[src/rtl/ws_cart_unlock_rx_pkg.sv]
// Shared constants and types for the Bandai 2003 cartridge unlock handshake.
// The mapper RTL and the mapper model in the bench use these too.
package ws_cart_unlock_rx_pkg;

   localparam int unsigned ADDR_W     = 8;
   localparam int unsigned DATA_BITS  = 16;
   localparam int unsigned FRAME_BITS = 18;
   localparam int unsigned ERR_W      = 2;

   localparam logic [ADDR_W-1:0] ADDR_ACK = 8'h5A;
   localparam logic [ADDR_W-1:0] ADDR_NAK = 8'hA5;

   typedef enum logic [ERR_W-1:0] {
      ERR_NONE    = 2'b00,
      ERR_TIMEOUT = 2'b01,
      ERR_FRAMING = 2'b10,
      ERR_PAYLOAD = 2'b11
   } err_e;

   typedef enum logic [2:0] {
      ST_IDLE = 3'd0,
      ST_ACK  = 3'd1,
      ST_NAK  = 3'd2,
      ST_HUNT = 3'd3,
      ST_DATA = 3'd4,
      ST_STOP = 3'd5,
      ST_DONE = 3'd6
   } state_e;

   // Result of one unlock attempt, frozen on entry to DONE.
   typedef struct packed {
      logic                 done;
      logic                 ok;
      err_e                 err;
      logic [DATA_BITS-1:0] payload;
   } status_t;

endpackage

[src/rtl/ws_cart_unlock_rx_if.sv]
// Cartridge-side unlock bus: address byte out, SO frame in, plus status.
interface ws_cart_unlock_rx_if;
   import ws_cart_unlock_rx_pkg::*;

   logic                 start;
   logic                 SO;
   logic [ADDR_W-1:0]    ADDR;
   logic                 busy;
   logic                 done;
   logic                 ok;
   logic [ERR_W-1:0]     err;
   logic [DATA_BITS-1:0] payload;
   logic                 sys_ctrl1_b7;

   modport master (
      input  start, SO,
      output ADDR, busy, done, ok, err, payload, sys_ctrl1_b7
   );

   modport slave (
      output start, SO,
      input  ADDR, busy, done, ok, err, payload, sys_ctrl1_b7
   );

endinterface

[src/rtl/ws_sync_bit.sv]
// Single-bit synchronizer of configurable depth; flops reset to 1 (SO idle level).
module ws_sync_bit #(
   parameter int unsigned STAGES = 2
) (
   input  logic clk,
   input  logic rst_n,
   input  logic d_i,
   output logic q_o
);

   if (STAGES == 0) begin : g_bypass
      logic unused_clk_rst;
      assign unused_clk_rst = clk & rst_n;
      assign q_o            = d_i;
   end else begin : g_chain
      logic [STAGES-1:0] sync_q;
      logic [STAGES:0]   shift_w;

      assign shift_w = {sync_q, d_i};

      always_ff @(posedge clk or negedge rst_n) begin
         if (!rst_n) begin
            sync_q <= '1;
         end else begin
            sync_q <= shift_w[STAGES-1:0];
         end
      end

      assign q_o = sync_q[STAGES-1];
   end

endmodule

[src/rtl/ws_cart_unlock_rx.sv]
// Console-side unlock sequencer: issues ADDR 5A/A5, then receives and checks
// the 18-bit SO frame; a matching payload authenticates the cart.
module ws_cart_unlock_rx
   import ws_cart_unlock_rx_pkg::*;
#(
   parameter logic [DATA_BITS-1:0] EXPECTED    = 16'h28A0,
   parameter int unsigned          TIMEOUT     = 8,
   parameter int unsigned          SYNC_STAGES = 2,
   parameter logic [ADDR_W-1:0]    IDLE_ADDR   = 8'h00,
   parameter bit                   AUTO_START  = 1'b1
) (
   input  logic              CLK,
   input  logic              RSTn,
   ws_cart_unlock_rx_if.master bus
);

   // Hunt window is widened by the synchronizer delay so the budget stays in SO time.
   localparam int unsigned WAIT_MAX = TIMEOUT + SYNC_STAGES;
   localparam int unsigned WAIT_W   = $clog2(WAIT_MAX + 2);
   localparam int unsigned BIT_W    = $clog2(DATA_BITS);

   state_e               state_q, state_d;
   logic [ADDR_W-1:0]    addr_q,  addr_d;
   logic                 busy_q,  busy_d;
   logic                 auto_q,  auto_d;
   logic [WAIT_W-1:0]    wait_q,  wait_d;
   logic [BIT_W-1:0]     bit_q,   bit_d;
   logic [DATA_BITS-1:0] shift_q, shift_d;
   status_t              stat_q,  stat_d;
   logic                 so_s;

   ws_sync_bit #(
      .STAGES (SYNC_STAGES)
   ) u_so_sync (
      .clk   (CLK),
      .rst_n (RSTn),
      .d_i   (bus.SO),
      .q_o   (so_s)
   );

   always_comb begin
      state_d = state_q;
      addr_d  = addr_q;
      busy_d  = busy_q;
      auto_d  = auto_q;
      wait_d  = wait_q;
      bit_d   = bit_q;
      shift_d = shift_q;
      stat_d  = stat_q;

      unique case (state_q)
         ST_IDLE: begin
            if (bus.start || auto_q) begin
               state_d = ST_ACK;
               addr_d  = ADDR_ACK;
               busy_d  = 1'b1;
               auto_d  = 1'b0;
            end
         end
         ST_ACK: begin
            state_d = ST_NAK;
            addr_d  = ADDR_NAK;
         end
         ST_NAK: begin
            state_d = ST_HUNT;
            addr_d  = IDLE_ADDR;
            wait_d  = '0;
         end
         ST_HUNT: begin
            wait_d = wait_q + WAIT_W'(1);
            if (!so_s) begin
               state_d = ST_DATA;
               bit_d   = '0;
            end else if (wait_d == WAIT_W'(WAIT_MAX)) begin
               state_d     = ST_DONE;
               busy_d      = 1'b0;
               stat_d.done = 1'b1;
               stat_d.err  = ERR_TIMEOUT;
            end
         end
         ST_DATA: begin
            shift_d = {so_s, shift_q[DATA_BITS-1:1]};
            bit_d   = bit_q + BIT_W'(1);
            if (bit_q == BIT_W'(DATA_BITS - 1)) begin
               state_d = ST_STOP;
            end
         end
         ST_STOP: begin
            state_d        = ST_DONE;
            busy_d         = 1'b0;
            stat_d.done    = 1'b1;
            stat_d.payload = shift_q;
            if (so_s) begin
               stat_d.err = ERR_FRAMING;
            end else if (shift_q != EXPECTED) begin
               stat_d.err = ERR_PAYLOAD;
            end else begin
               stat_d.ok  = 1'b1;
            end
         end
         // Terminal: the mapper only re-unlocks after a reset.
         ST_DONE: begin
         end
         default: begin
            state_d = ST_IDLE;
         end
      endcase
   end

   always_ff @(posedge CLK or negedge RSTn) begin
      if (!RSTn) begin
         state_q <= ST_IDLE;
         addr_q  <= IDLE_ADDR;
         busy_q  <= 1'b0;
         auto_q  <= AUTO_START;
         wait_q  <= '0;
         bit_q   <= '0;
         shift_q <= '0;
         stat_q  <= '0;
      end else begin
         state_q <= state_d;
         addr_q  <= addr_d;
         busy_q  <= busy_d;
         auto_q  <= auto_d;
         wait_q  <= wait_d;
         bit_q   <= bit_d;
         shift_q <= shift_d;
         stat_q  <= stat_d;
      end
   end

   assign bus.ADDR         = addr_q;
   assign bus.busy         = busy_q;
   assign bus.done         = stat_q.done;
   assign bus.ok           = stat_q.ok;
   assign bus.err          = stat_q.err;
   assign bus.payload      = stat_q.payload;
   assign bus.sys_ctrl1_b7 = stat_q.ok;

endmodule

[src/flat_wrapper.sv]
// flat-port wrapper written by rule: the top's interface ports become plain ports
module ws_cart_unlock_rx_flat import ws_cart_unlock_rx_pkg::*;
#(
   parameter logic [DATA_BITS-1:0] EXPECTED    = 16'h28A0,
   parameter int unsigned          TIMEOUT     = 8,
   parameter int unsigned          SYNC_STAGES = 2,
   parameter logic [ADDR_W-1:0]    IDLE_ADDR   = 8'h00,
   parameter bit                   AUTO_START  = 1'b1
)
  (CLK, RSTn, bus_start, bus_SO, bus_ADDR, bus_busy, bus_done, bus_ok, bus_err, bus_payload, bus_sys_ctrl1_b7);
  ws_cart_unlock_rx_if bus_i ();
  input  logic CLK;
  input  logic RSTn;
  input wire logic [$bits(bus_i.start)-1:0] bus_start;
  input wire logic [$bits(bus_i.SO)-1:0] bus_SO;
  output wire logic [$bits(bus_i.ADDR)-1:0] bus_ADDR;
  output wire logic [$bits(bus_i.busy)-1:0] bus_busy;
  output wire logic [$bits(bus_i.done)-1:0] bus_done;
  output wire logic [$bits(bus_i.ok)-1:0] bus_ok;
  output wire logic [$bits(bus_i.err)-1:0] bus_err;
  output wire logic [$bits(bus_i.payload)-1:0] bus_payload;
  output wire logic [$bits(bus_i.sys_ctrl1_b7)-1:0] bus_sys_ctrl1_b7;
  assign bus_i.start = bus_start;
  assign bus_i.SO = bus_SO;
  assign bus_ADDR = bus_i.ADDR;
  assign bus_busy = bus_i.busy;
  assign bus_done = bus_i.done;
  assign bus_ok = bus_i.ok;
  assign bus_err = bus_i.err;
  assign bus_payload = bus_i.payload;
  assign bus_sys_ctrl1_b7 = bus_i.sys_ctrl1_b7;
  ws_cart_unlock_rx #(.EXPECTED(EXPECTED), .TIMEOUT(TIMEOUT), .SYNC_STAGES(SYNC_STAGES), .IDLE_ADDR(IDLE_ADDR), .AUTO_START(AUTO_START)) u_core (.CLK(CLK), .RSTn(RSTn), .bus(bus_i));
endmodule
[config.mk]
export PLATFORM = sky130hd
export DESIGN_NAME = ws_cart_unlock_rx_flat
export DESIGN_NICKNAME = d
export VERILOG_FILES = /design/src/rtl/ws_cart_unlock_rx_pkg.sv /design/src/rtl/ws_cart_unlock_rx_if.sv /design/src/rtl/ws_sync_bit.sv /design/src/rtl/ws_cart_unlock_rx.sv /design/src/flat_wrapper.sv
export SDC_FILE = /design/constraint.sdc
export NUM_CORES = 1
export LEC_CHECK = 0
export ABC_AREA = 0
export BUFFER_PORTS_ARGS = -buffer_cell sky130_fd_sc_hd__buf_2
export CORE_UTILIZATION = 57
export CTS_CLUSTER_DIAMETER = 150
export DETAILED_ROUTE_END_ITERATION = 8
export GPL_ROUTABILITY_DRIVEN = 0
export GPL_TIMING_DRIVEN = 1
export PLACE_DENSITY_LB_ADDON = 0.15
export SETUP_SLACK_MARGIN = 0.5
export SLEW_MARGIN = 30
export SYNTH_ARGS = -nofsm -noshare
export SYNTH_HDL_FRONTEND = slang
export SYNTH_SLANG_ARGS = --single-unit
[constraint.sdc]
create_clock -name CLK -period 2.8 [get_ports CLK]
set_input_delay 0.56 -clock CLK [delete_from_list [all_inputs] [get_ports CLK]]
set_output_delay 0.56 -clock CLK [all_outputs]
set_load 0.05 [all_outputs]
==> flow_summary_export.csv, run 1 <==
group,metric,value,unit
die,fp.dieArea,0.00453,mm²
worst_setup_path,crit_type,"register to register",
layout,drive_gt1_frac,0.227,
worst_setup_path,crit_arrival,1.93,ns
layout,antenna_cells,0,
layout,fillers,331,
clock_tree,cts_made_buffers,5,
logic_synthesis,yosysWarnings,0,
worst_hold_path,hold_path.class,"input pin to asynchronous set/reset pin",
power_and_ir_drop,p_comb_frac,0.370,
sta,fmaxAchievable,576,MHz
logic_synthesis,synth_top_area_cell,"dfrtp_1",
placement,portBuffers,33,
die,die_h,67.3,µm
status,status,"finished, final reports clean",
die,io_pins,34,
placement,dp_hpwl,2.91,mm
power_and_ir_drop,p_int,1480,µW
global_routing,grt_pass1_vias,1545,
logic_synthesis,syn_inst,233,
power_and_ir_drop,peakVddDrop,0.678,mV
clock_tree,clkLatencyLatePin,0.31,ns
sta,tns,0,ns
logic_synthesis,avgSynthCellArea,10.4,µm²
logic_synthesis,synth_flop_cell,"dfrtp_1",
drt,final_antenna_net_count,0,
clock_tree,post-cts-setup-buffer-count,0,
clock_tree,clock-sinks,53,
worst_setup_path,crit_family,"simple AND/OR/NAND/NOR gates",
sta,final-setup-viol-count,0,
power_and_ir_drop,pwr-share-clk,0.201,
drt,routedWlPerCell,13.8,µm
die,start_util,0.599,
worst_setup_path,cp-end-kind,"register",
worst_setup_path,start_kind,"register",
logic_synthesis,syn_nets,240,
sta,period_needed,1.74,ns
logic_synthesis,synthTopCellsByCount,"58 x nand2_1, 50 x dfrtp_1, 13 x nor2_1, 11 x o21ai_0",
logic_synthesis,ys_ff_latch,53,
sta,rsz0062_at_grt,"false",
drt,drc_errors,0,
clock_tree,clkTransAtPathRegs,0.09,ns
clock_tree,cts_tree,"done",
layout,nets,266,
worst_setup_path,critPathRequiredTime,2.99,ns
sta,finalMaxSlewViolations,0,
logic_synthesis,yosysMostFrequentCell,"nand2_1",
power_and_ir_drop,p_leak,0.00140,µW
global_routing,grt_overflow,0,
sta,worst_slew_pin_slew,0.632,ns
drt,num_vias,1667,
die,rows,23,
global_routing,grt_pass1_wl,7.26,mm
logic_synthesis,synth-seq-area-share,0.547,
logic_synthesis,synth_area_leaders,"dfrtp_1 51%, nand2_1 9.0%, mux2_2 4.2%, mux2_1 3.7%, dfstp_2 3.2%",
logic_synthesis,syn-cell-area,0.00243,mm²
global_routing,grt_start_max_net_pins,36,
die,die_w,67.3,µm
clock_tree,cts_resized,0,
logic_synthesis,ys_async_sr_fraction,1.00,
worst_setup_path,crit_slowest_cell,"dfrtp_1",
worst_setup_path,cp_num_buf_inv,0,
logic_synthesis,netlist.area_leader.share,0.515,
drt,dr.pass1.iters,4,
logic_synthesis,synth_cell_types,48,
power_and_ir_drop,power_frac_seq,0.429,
drt,dr.first_iter.drc_count,110,
worst_setup_path,ff2ff_setup_slack,1.06,ns
logic_synthesis,synth_edf_count,0,
layout,synthToLayoutAreaGrowth,9.57,%
worst_setup_path,cp_max_fo,21,
layout,multi_input_area,938,µm²
worst_setup_path,max_stage_delay,0.70,ns
worst_setup_path,path_cells,"nand3_1 > nor2_1 > a211oi_1",
clock_tree,htree_levels,2,
power_and_ir_drop,p_sw_frac,0.427,
clock_tree,clk_path_buf_depth,2,
sta,fin_crit_sh,0.620,
clock_tree,cts_hold_buf,0,
sta,clock_skew,0.00730,ns
global_routing,track_usage,0.221,
layout,seq_area,0.00133,mm²
power_and_ir_drop,finalPower,2580,µW
global_routing,grt_antenna_before_repair,0,
run,drv_cap,0,
die,core_area,0.00406,mm²
clock_tree,root_buffer,"clkbuf_8",
sta,relSlewSlack,0.577,
drt,totalWireLength,4.27,mm
drt,viasPerCell,5.38,
power_and_ir_drop,switchingPower,1100,µW
sta,hold_viol,0,
power_and_ir_drop,p_per_area,968,mW/mm²
-- registers in the layout, summed over array words and instances (netlist names) --
| signal | count |
|---|---|
| u_core.bit_q | 4 |
| u_core.u_so_sync.g_chain.sync_q | 2 |
| u_core.bus.err | 2 |
| u_core.auto_q | 1 |
| u_core.state_q | 3 |
| u_core.shift_q | 16 |
| u_core.bus.payload | 16 |
| u_core.bus.ok | 1 |
| u_core.bus.busy | 1 |
| u_core.bus.ADDR | 2 |
| u_core.wait_q | 4 |
| u_core.bus.done | 1 |
-- path summary, 6_finish.rpt --
kind                                                                   start                                            to  cells after the start
worst min-delay path                                                    RSTn            u_core.bus.payload[11]$_DFFE_PN0P_                      1
min in group CLK                                                      bus_SO  u_core.u_so_sync.g_chain.sync_q[0]$_DFF_PN1_                      1
worst max register to register                 u_core.state_q[2]$_DFFE_PN0P_                 u_core.bus.err[0]$_DFFE_PN0P_                      3
worst max-delay path                           u_core.state_q[2]$_DFFE_PN0P_                 u_core.bus.err[0]$_DFFE_PN0P_                      3
max in group asynchronous                                               RSTn                     u_core.auto_q$_DFFE_PN1P_                      2
worst min register to register  u_core.u_so_sync.g_chain.sync_q[0]$_DFF_PN1_  u_core.u_so_sync.g_chain.sync_q[1]$_DFF_PN1_                      0
-- power by group through the flow --
stage                     sequential (µW)  clock, µW  combinational, µW
after floorplan                      1230          0                711
after global placement               1110          0                949
after detailed placement             1120          0                957
after CTS                            1100        533                962
after global routing                 1140        559               1050
final                                1110        517                954
-- layer usage --
layer / part of all wire / up-vias / GRT usage
li1: - / 842 / -
met1: 0.52 / 783 / 0.309
met2: 0.43 / 35 / 0.333
met3: 0.035 / 7 / 0.0557
met4: 0.015 / 0 / 0.0798
met5: 0 / - / 0
-- logic make-up (layout without fill, tap and decap cells) --
kind of cell             Yosys count  after routing  synth area share
flip-flops                        53             53             0.547
adder cells (fa/ha/maj)            3              3            0.0154
AND/OR/NAND/NOR                   93             93             0.179
buffers and inverters             26             53            0.0669
XOR/XNOR                           1              1           0.00360
AO/OA/AOI/OAI                     40             40             0.109
multiplexers                      17             17            0.0787
-- final cells by class --
type / count / share of cell area
multi-input cells: 154 / 0.352
well taps: 50 / 0.0235
inverters: 9 / 0.0127
flip-flops and latches: 53 / 0.499
clock buffers: 6 / 0.0272
repair buffers: 36 / 0.0705
clock inverters: 2 / 0.0146
-- metrics by stage --
stage	hold slack (ns)	worst slack [ns]	instance area [µm²]	std cells	util
floorplan	0.264	1.29	2430	233	-
global placement	0.346	1.08	2550	302	0.629
detailed placement	0.347	1.02	2550	302	0.629
CTS	0.176	1.01	2660	310	0.656
global route	0.191	0.815	2660	310	0.656
finish	0.165	1.06	2660	310	0.656
-- cells in the final DEF (no fill, tap or decap), types with 2 or more instances in the layout --
cell type / instances
nand2_1: 58
dfrtp_1: 50
buf_2: 33
nor2_1: 13
o21ai_0: 11
a21oi_1: 9
mux2_2: 9
inv_1: 8
mux2_1: 8
clkbuf_8: 5
nand3_1: 3
and3b_1: 3
ha_1: 3
buf_4: 3
dfstp_2: 3
nor3_1: 2
o22ai_1: 2
nor4b_1: 2
nand4_1: 2
a21boi_1: 2
o211ai_1: 2
-- worst reg2reg max path: stages (launching register included) --
cell,delay (ns)
dfrtp_1,0.70
nand3_1,0.61
nor2_1,0.25
a211oi_1,0.07
(Power assumes the default switching activity.)
==> inputs of run 2 (changes only) <==
--- a/config.mk
+++ b/config.mk
@@ -7,7 +7,7 @@
 export LEC_CHECK = 0
 export ABC_AREA = 0
 export BUFFER_PORTS_ARGS = -buffer_cell sky130_fd_sc_hd__buf_2
-export CORE_UTILIZATION = 57
+export CORE_UTILIZATION = 56
 export CTS_CLUSTER_DIAMETER = 150
 export DETAILED_ROUTE_END_ITERATION = 8
 export GPL_ROUTABILITY_DRIVEN = 0
==> constraint.sdc (replaced) <==
create_clock -name CLK -period 1.68 [get_ports CLK]
set_input_delay 0.336 -clock CLK [delete_from_list [all_inputs] [get_ports CLK]]
set_output_delay 0.336 -clock CLK [all_outputs]
set_load 0.05 [all_outputs]
==> run 2 against run 1 <==
Compared with the run above: the flow now finishes with violations (negative hold slack); sequential share of layout area fell by 13 points; setup slack lost 1.0 ns; first-iteration DRC count rose by 100%; critical path depth up 2; final cell count rose by 17%; combinational power rose to 3.4 times the previous value; non-clock buffer count up 54; clock skew barely moved; utilization grew 24 points.
==> flow_summary_export.csv, run 2 (same netlist as run 1, synthesis figures left out) <==
group,metric,value,unit
drt,num_vias,2123,
sta,final-setup-viol-count,0,
global_routing,track_usage,0.290,
run,drv_cap,0,
clock_tree,clkLatencyLatePin,0.32,ns
global_routing,grt_start_max_net_pins,54,
layout,nets,320,
sta,tns,0,ns
drt,dr.first_iter.drc_count,222,
clock_tree,clk_path_buf_depth,2,
drt,viasPerCell,5.83,
layout,synthToLayoutAreaGrowth,51.2,%
global_routing,grt_antenna_before_repair,0,
drt,dr.pass1.iters,5,
drt,drc_errors,0,
die,die_w,67.9,µm
die,fp.dieArea,0.00461,mm²
sta,finalMaxSlewViolations,0,
global_routing,grt_pass1_wl,9.57,mm
die,rows,23,
worst_setup_path,cp-end-kind,"register",
worst_setup_path,critPathRequiredTime,1.91,ns
power_and_ir_drop,p_leak,0.00179,µW
layout,final_common_cell,"nand2_1",
clock_tree,cts_made_buffers,5,
power_and_ir_drop,p_per_area,1620,mW/mm²
power_and_ir_drop,p_int,3500,µW
sta,fin_hold_ws,-0.0110,ns
power_and_ir_drop,p_comb_frac,0.538,
layout,antenna_cells,0,
sta,relSlewSlack,0.763,
clock_tree,clock-sinks,53,
power_and_ir_drop,switchingPower,2450,µW
drt,totalWireLength,6.90,mm
sta,rsz0062_at_grt,"true",
clock_tree,root_buffer,"clkbuf_8",
layout,fillers,157,
power_and_ir_drop,pwr-share-clk,0.149,
layout,final_cell_area,0.00367,mm²
worst_setup_path,cp_max_fo,6,
placement,portBuffers,33,
die,die_h,67.9,µm
drt,routedWlPerCell,19.0,µm
worst_setup_path,start_kind,"register",
layout,final_cell_mix,"53 x nand2_1, 44 x buf_6, 43 x dfrtp_1, 35 x buf_4, 16 x mux2_4",
clock_tree,htree_levels,2,
status,status,"finished with violations",
placement,placed_area,0.00273,mm²
clock_tree,clkTransAtPathRegs,0.10,ns
power_and_ir_drop,peakVddDrop,1.80,mV
sta,fin_crit_sh,0.966,
worst_hold_path,hold_path.class,"input pin to asynchronous set/reset pin",
sta,worst_slew_pin_slew,0.354,ns
clock_tree,cts_tree,"done",
worst_setup_path,crit_arrival,1.85,ns
sta,clock_skew,0.00689,ns
die,start_util,0.595,
placement,dp_hpwl,3.11,mm
sta,hold_viol,11,
drt,final_antenna_net_count,0,
layout,utilization,0.899,
sta,period_needed,1.62,ns
worst_setup_path,crit_type,"register to register",
die,io_pins,34,
sta,fmaxAchievable,616,MHz
layout,drive_gt1_frac,0.490,
power_and_ir_drop,p_sw_frac,0.412,
die,core_area,0.00409,mm²
global_routing,grt_overflow,0,
global_routing,grt_pass1_vias,1891,
power_and_ir_drop,power_frac_seq,0.314,
status,violations,"negative hold slack",
## run 2: final cells by class
class                   count  area [µm²]  area share
clock buffers               6        72.6      0.0197
clock inverters             2        38.8      0.0106
inverters                   9        37.5      0.0102
multi-input cells         154        1170       0.319
repair buffers             90         953       0.259
well taps                  50        62.6      0.0170
flip-flops and latches     53        1340       0.364
## run 2: what timing repair did
action,in CTS,in global routing
endpoints found under the setup margin,76,79
buffers inserted,24,18
hold buffers,0,0
pin swaps,13,13
cloned,3,1
resized for setup,101,20
endpoints found under the hold margin,0,0
## run 2: worst max-delay path: stages (launching register included)
cell      delay (ns)
dfrtp_2         0.48
ha_4            0.20
and3b_1         0.18
a32o_1          0.24
or3_1           0.32
o211ai_1        0.12
## run 2: final timing paths
kind                                                                    from                                            to  slack (ns)  cells after the start
worst max-delay path                            u_core.wait_q[0]$_DFFE_PN0P_                 u_core.bus.err[1]$_DFFE_PN0P_        0.06                      5
worst min-delay path                                                    RSTn                  u_core.wait_q[2]$_DFFE_PN0P_       -0.01                      2
worst max register to register                  u_core.wait_q[0]$_DFFE_PN0P_                 u_core.bus.err[1]$_DFFE_PN0P_        0.06                      5
worst min register to register  u_core.u_so_sync.g_chain.sync_q[0]$_DFF_PN1_  u_core.u_so_sync.g_chain.sync_q[1]$_DFF_PN1_        0.37                      0
max in group asynchronous                                               RSTn                     u_core.auto_q$_DFFE_PN1P_        1.39                      2
min in group CLK                                                      bus_SO  u_core.u_so_sync.g_chain.sync_q[0]$_DFF_PN1_        0.11                      1
## run 2: routing by layer
metal	global-route usage	wire, µm	part of all wire	vias up
met3	0.0617	390	0.056	20
li1	-	-	-	955
met4	0.115	172	0.025	0
met5	0	0	0	-
met2	0.442	3330	0.48	89
met1	0.403	3010	0.44	1059
## run 2: power by group through the flow
stage,clock [µW],combinational (µW),sequential [µW]
after floorplan,0,1270,2070
after global placement,0,1850,1810
after detailed placement,0,1860,1820
after CTS,894,2630,1830
after global routing,937,3340,1900
final,885,3200,1870
## run 2: stage by stage
step	worst slack, ns	hold slack (ns)	total power, µW	instances
after floorplan	0.218	0.0404	3340	233
after global placement	0.172	0.346	3660	310
after detailed placement	0.130	0.347	3690	310
after CTS	0.173	0.00693	5360	345
after global routing	0.00165	0.0126	6180	364
final	0.0567	-0.0110	5950	364
==> inputs of run 3 (changes only) <==
--- a/config.mk
+++ b/config.mk
@@ -7,12 +7,13 @@
 export LEC_CHECK = 0
 export ABC_AREA = 0
 export BUFFER_PORTS_ARGS = -buffer_cell sky130_fd_sc_hd__buf_2
+export CORE_MARGIN = 10
 export CORE_UTILIZATION = 56
 export CTS_CLUSTER_DIAMETER = 150
 export DETAILED_ROUTE_END_ITERATION = 8
 export GPL_ROUTABILITY_DRIVEN = 0
 export GPL_TIMING_DRIVEN = 1
-export PLACE_DENSITY_LB_ADDON = 0.15
+export PLACE_DENSITY = 0.84
 export SETUP_SLACK_MARGIN = 0.5
 export SLEW_MARGIN = 30
 export SYNTH_ARGS = -nofsm -noshare
==> run 3 against run 2 <==
Compared with the run above: the run ends with negative setup slack left; utilization increased by 4.1 points; fmax decreased by 6.8%; die area increased by 60%; combinational power increased by 11%; routed wire length increased by 43%; global-route usage decreased by 9.1 points; design area increased by 4.5%; sequential power increased by 4%; power increased by 5.3%; setup slack got worse by 0.12 ns; clock skew increased by 0.0094 ns; sequential share of layout area decreased by 1.5 points; highest routed layer unchanged.
==> flow_summary_export.csv, run 3 (same netlist as run 1, synthesis figures left out) <==
group,metric,value,unit
status,status,"finished with violations",
status,violations,"negative setup slack",
power_and_ir_drop,switchingPower,2820,µW
clock_tree,cts_tree,"done",
drt,final_antenna_net_count,0,
sta,fin_hold_ws,0.113,ns
worst_setup_path,crit_type,"register to register",
sta,clock_skew,0.0163,ns
sta,finalMaxSlewViolations,0,
die,core_area,0.00409,mm²
global_routing,grt_pass1_wl,11.7,mm
drt,totalWireLength,9.90,mm
global_routing,met1_usage,0.237,
global_routing,grt_start_max_net_pins,37,
worst_setup_path,crit_slowest_cell,"dfrtp_1",
die,die_h,85.9,µm
worst_setup_path,start_kind,"register",
die,start_util,0.595,
drt,routedWlPerCell,26.5,µm
sta,period_needed,1.74,ns
drt,drc_errors,0,
global_routing,grt-busiest-layer,"met2",
worst_setup_path,path_cells,"nor4b_2 > nand4_1 > o21ai_0 > o211ai_1",
run,drv_cap,0,
layout,nets,329,
clock_tree,clock-sinks,53,
worst_setup_path,crit_arrival,1.93,ns
power_and_ir_drop,pwr-share-clk,0.127,
layout,drive_gt1_frac,0.598,
clock_tree,clkLatencyLatePin,0.32,ns
sta,hold_viol,0,
power_and_ir_drop,p_leak,0.00200,µW
placement,dp_hpwl,3.52,mm
clock_tree,cts_made_buffers,5,
worst_hold_path,hold_path.class,"input pin to register",
drt,dr.first_iter.drc_count,367,
placement,portBuffers,33,
die,rows,23,
sta,fmaxAchievable,574,MHz
layout,final_cell_mix,"47 x buf_6, 42 x dfrtp_1, 40 x buf_4, 27 x nand2_1, 18 x nand2_2",
die,fp.dieArea,0.00738,mm²
global_routing,grt_pass1_vias,2201,
worst_setup_path,cp-end-kind,"register",
worst_setup_path,max_stage_delay,0.47,ns
power_and_ir_drop,finalPower,6260,µW
global_routing,track_usage,0.199,
power_and_ir_drop,p_sw_frac,0.451,
drt,num_vias,2441,
global_routing,grt_use_met3,0.0587,
sta,worst_slew_pin_slew,0.409,ns
layout,synthToLayoutAreaGrowth,58.0,%
drt,dr.pass1.iters,5,
layout,final_common_cell,"buf_6",
global_routing,grt_overflow,0,
global_routing,grt_antenna_before_repair,0,
global_routing,grt_util_met2,0.325,
worst_setup_path,cp_max_fo,4,
sta,final-setup-viol-count,1,
sta,relSlewSlack,0.728,
power_and_ir_drop,p_comb_frac,0.564,
clock_tree,clkTransAtPathRegs,0.11,ns
sta,fin_ws,-0.0621,ns
die,io_pins,34,
layout,antenna_cells,0,
drt,viasPerCell,6.54,
power_and_ir_drop,p_per_area,1630,mW/mm²
sta,fin_crit_sh,1.04,
clock_tree,htree_levels,2,
worst_setup_path,critPathRequiredTime,1.87,ns
power_and_ir_drop,power_frac_seq,0.309,
clock_tree,root_buffer,"clkbuf_8",
power_and_ir_drop,p_int,3440,µW
die,die_w,85.9,µm
power_and_ir_drop,peakVddDrop,1.51,mV
sta,rsz0062_at_grt,"true",
clock_tree,clk_path_buf_depth,2,
-- run 3: cell types whose count changed in the layout (fill, tap and decap cells not counted), sizes merged --
cell | previous run | this run
buf | 89 | 96
inv | 8 | 10
bufinv | 1 | 0
clkinv | 1 | 0
clkinvlp | 1 | 2
dlygate4sd3 | 0 | 1
-- run 3: cell type report --
class / instances / area [µm²]
Inverter: 9 / 36.3
Sequential cell: 53 / 1340
Timing Repair Buffer: 99 / 1030
Clock buffer: 5 / 68.8
Clock inverter: 3 / 26.3
Tap cell: 50 / 62.6
Multi-Input combinational cell: 154 / 1280
Fill cell: 111 / 245
-- run 3: worst paths after layout --
kind | start | end | slack, ns | depth (start not counted)
worst max-delay path | u_core.shift_q[3]$_DFFE_PN0P_ | u_core.bus.err[1]$_DFFE_PN0P_ | -0.06 | 4
worst min-delay path | bus_SO | u_core.u_so_sync.g_chain.sync_q[0]$_DFF_PN1_ | 0.11 | 1
worst max register to register | u_core.shift_q[3]$_DFFE_PN0P_ | u_core.bus.err[1]$_DFFE_PN0P_ | -0.06 | 4
worst min register to register | u_core.u_so_sync.g_chain.sync_q[0]$_DFF_PN1_ | u_core.u_so_sync.g_chain.sync_q[1]$_DFF_PN1_ | 0.36 | 0
max in group asynchronous | RSTn | u_core.state_q[0]$_DFFE_PN0P_ | 0.66 | 3
min in group asynchronous | RSTn | u_core.bus.busy$_DFFE_PN0P_ | 0.47 | 2
-- run 3: power by group through the flow --
| stage | clock [µW] | combinational (µW) | sequential, µW |
|---|---|---|---|
| after floorplan | 0 | 1270 | 2070 |
| after global placement | 0 | 1810 | 1810 |
| after detailed placement | 0 | 1840 | 1830 |
| after CTS | 760 | 2640 | 1830 |
| after global routing | 817 | 3660 | 1940 |
| final | 793 | 3540 | 1940 |
-- run 3: per-layer routing --
layer,vias to the layer above,part of all wire
li1,964,-
met1,1216,0.36
met2,202,0.49
met3,59,0.10
met4,0,0.042
met5,-,0
-- run 3: repair_timing --
item	CTS	global route
pin swaps	6	25
buffers inserted	29	22
hold buffers	1	0
hold endpoints to repair	14	0
cloned	3	2
gates resized for setup	91	84
endpoints found under the setup margin	79	81
-- run 3: metrics by stage --
step | util | setup slack [ns] | instance area [µm²] | TNS (ns) | std cells
global route | 0.940 | -0.0743 | 3840 | -0.109 | 373
finish | 0.940 | -0.0621 | 3840 | -0.0621 | 373
global placement | 0.661 | 0.178 | 2700 | 0 | 308
floorplan | - | 0.218 | 2510 | 0 | 233
CTS | 0.821 | 0.149 | 3360 | 0 | 349
detailed placement | 0.661 | 0.131 | 2700 | 0 | 308
-- run 3: worst max-delay path: cells and delay by family (launching register included) --
kind	cells	cell delay [ns]
AO/OA/AOI/OAI	2	0.55
flip-flops	1	0.47
AND/OR/NAND/NOR	2	0.60
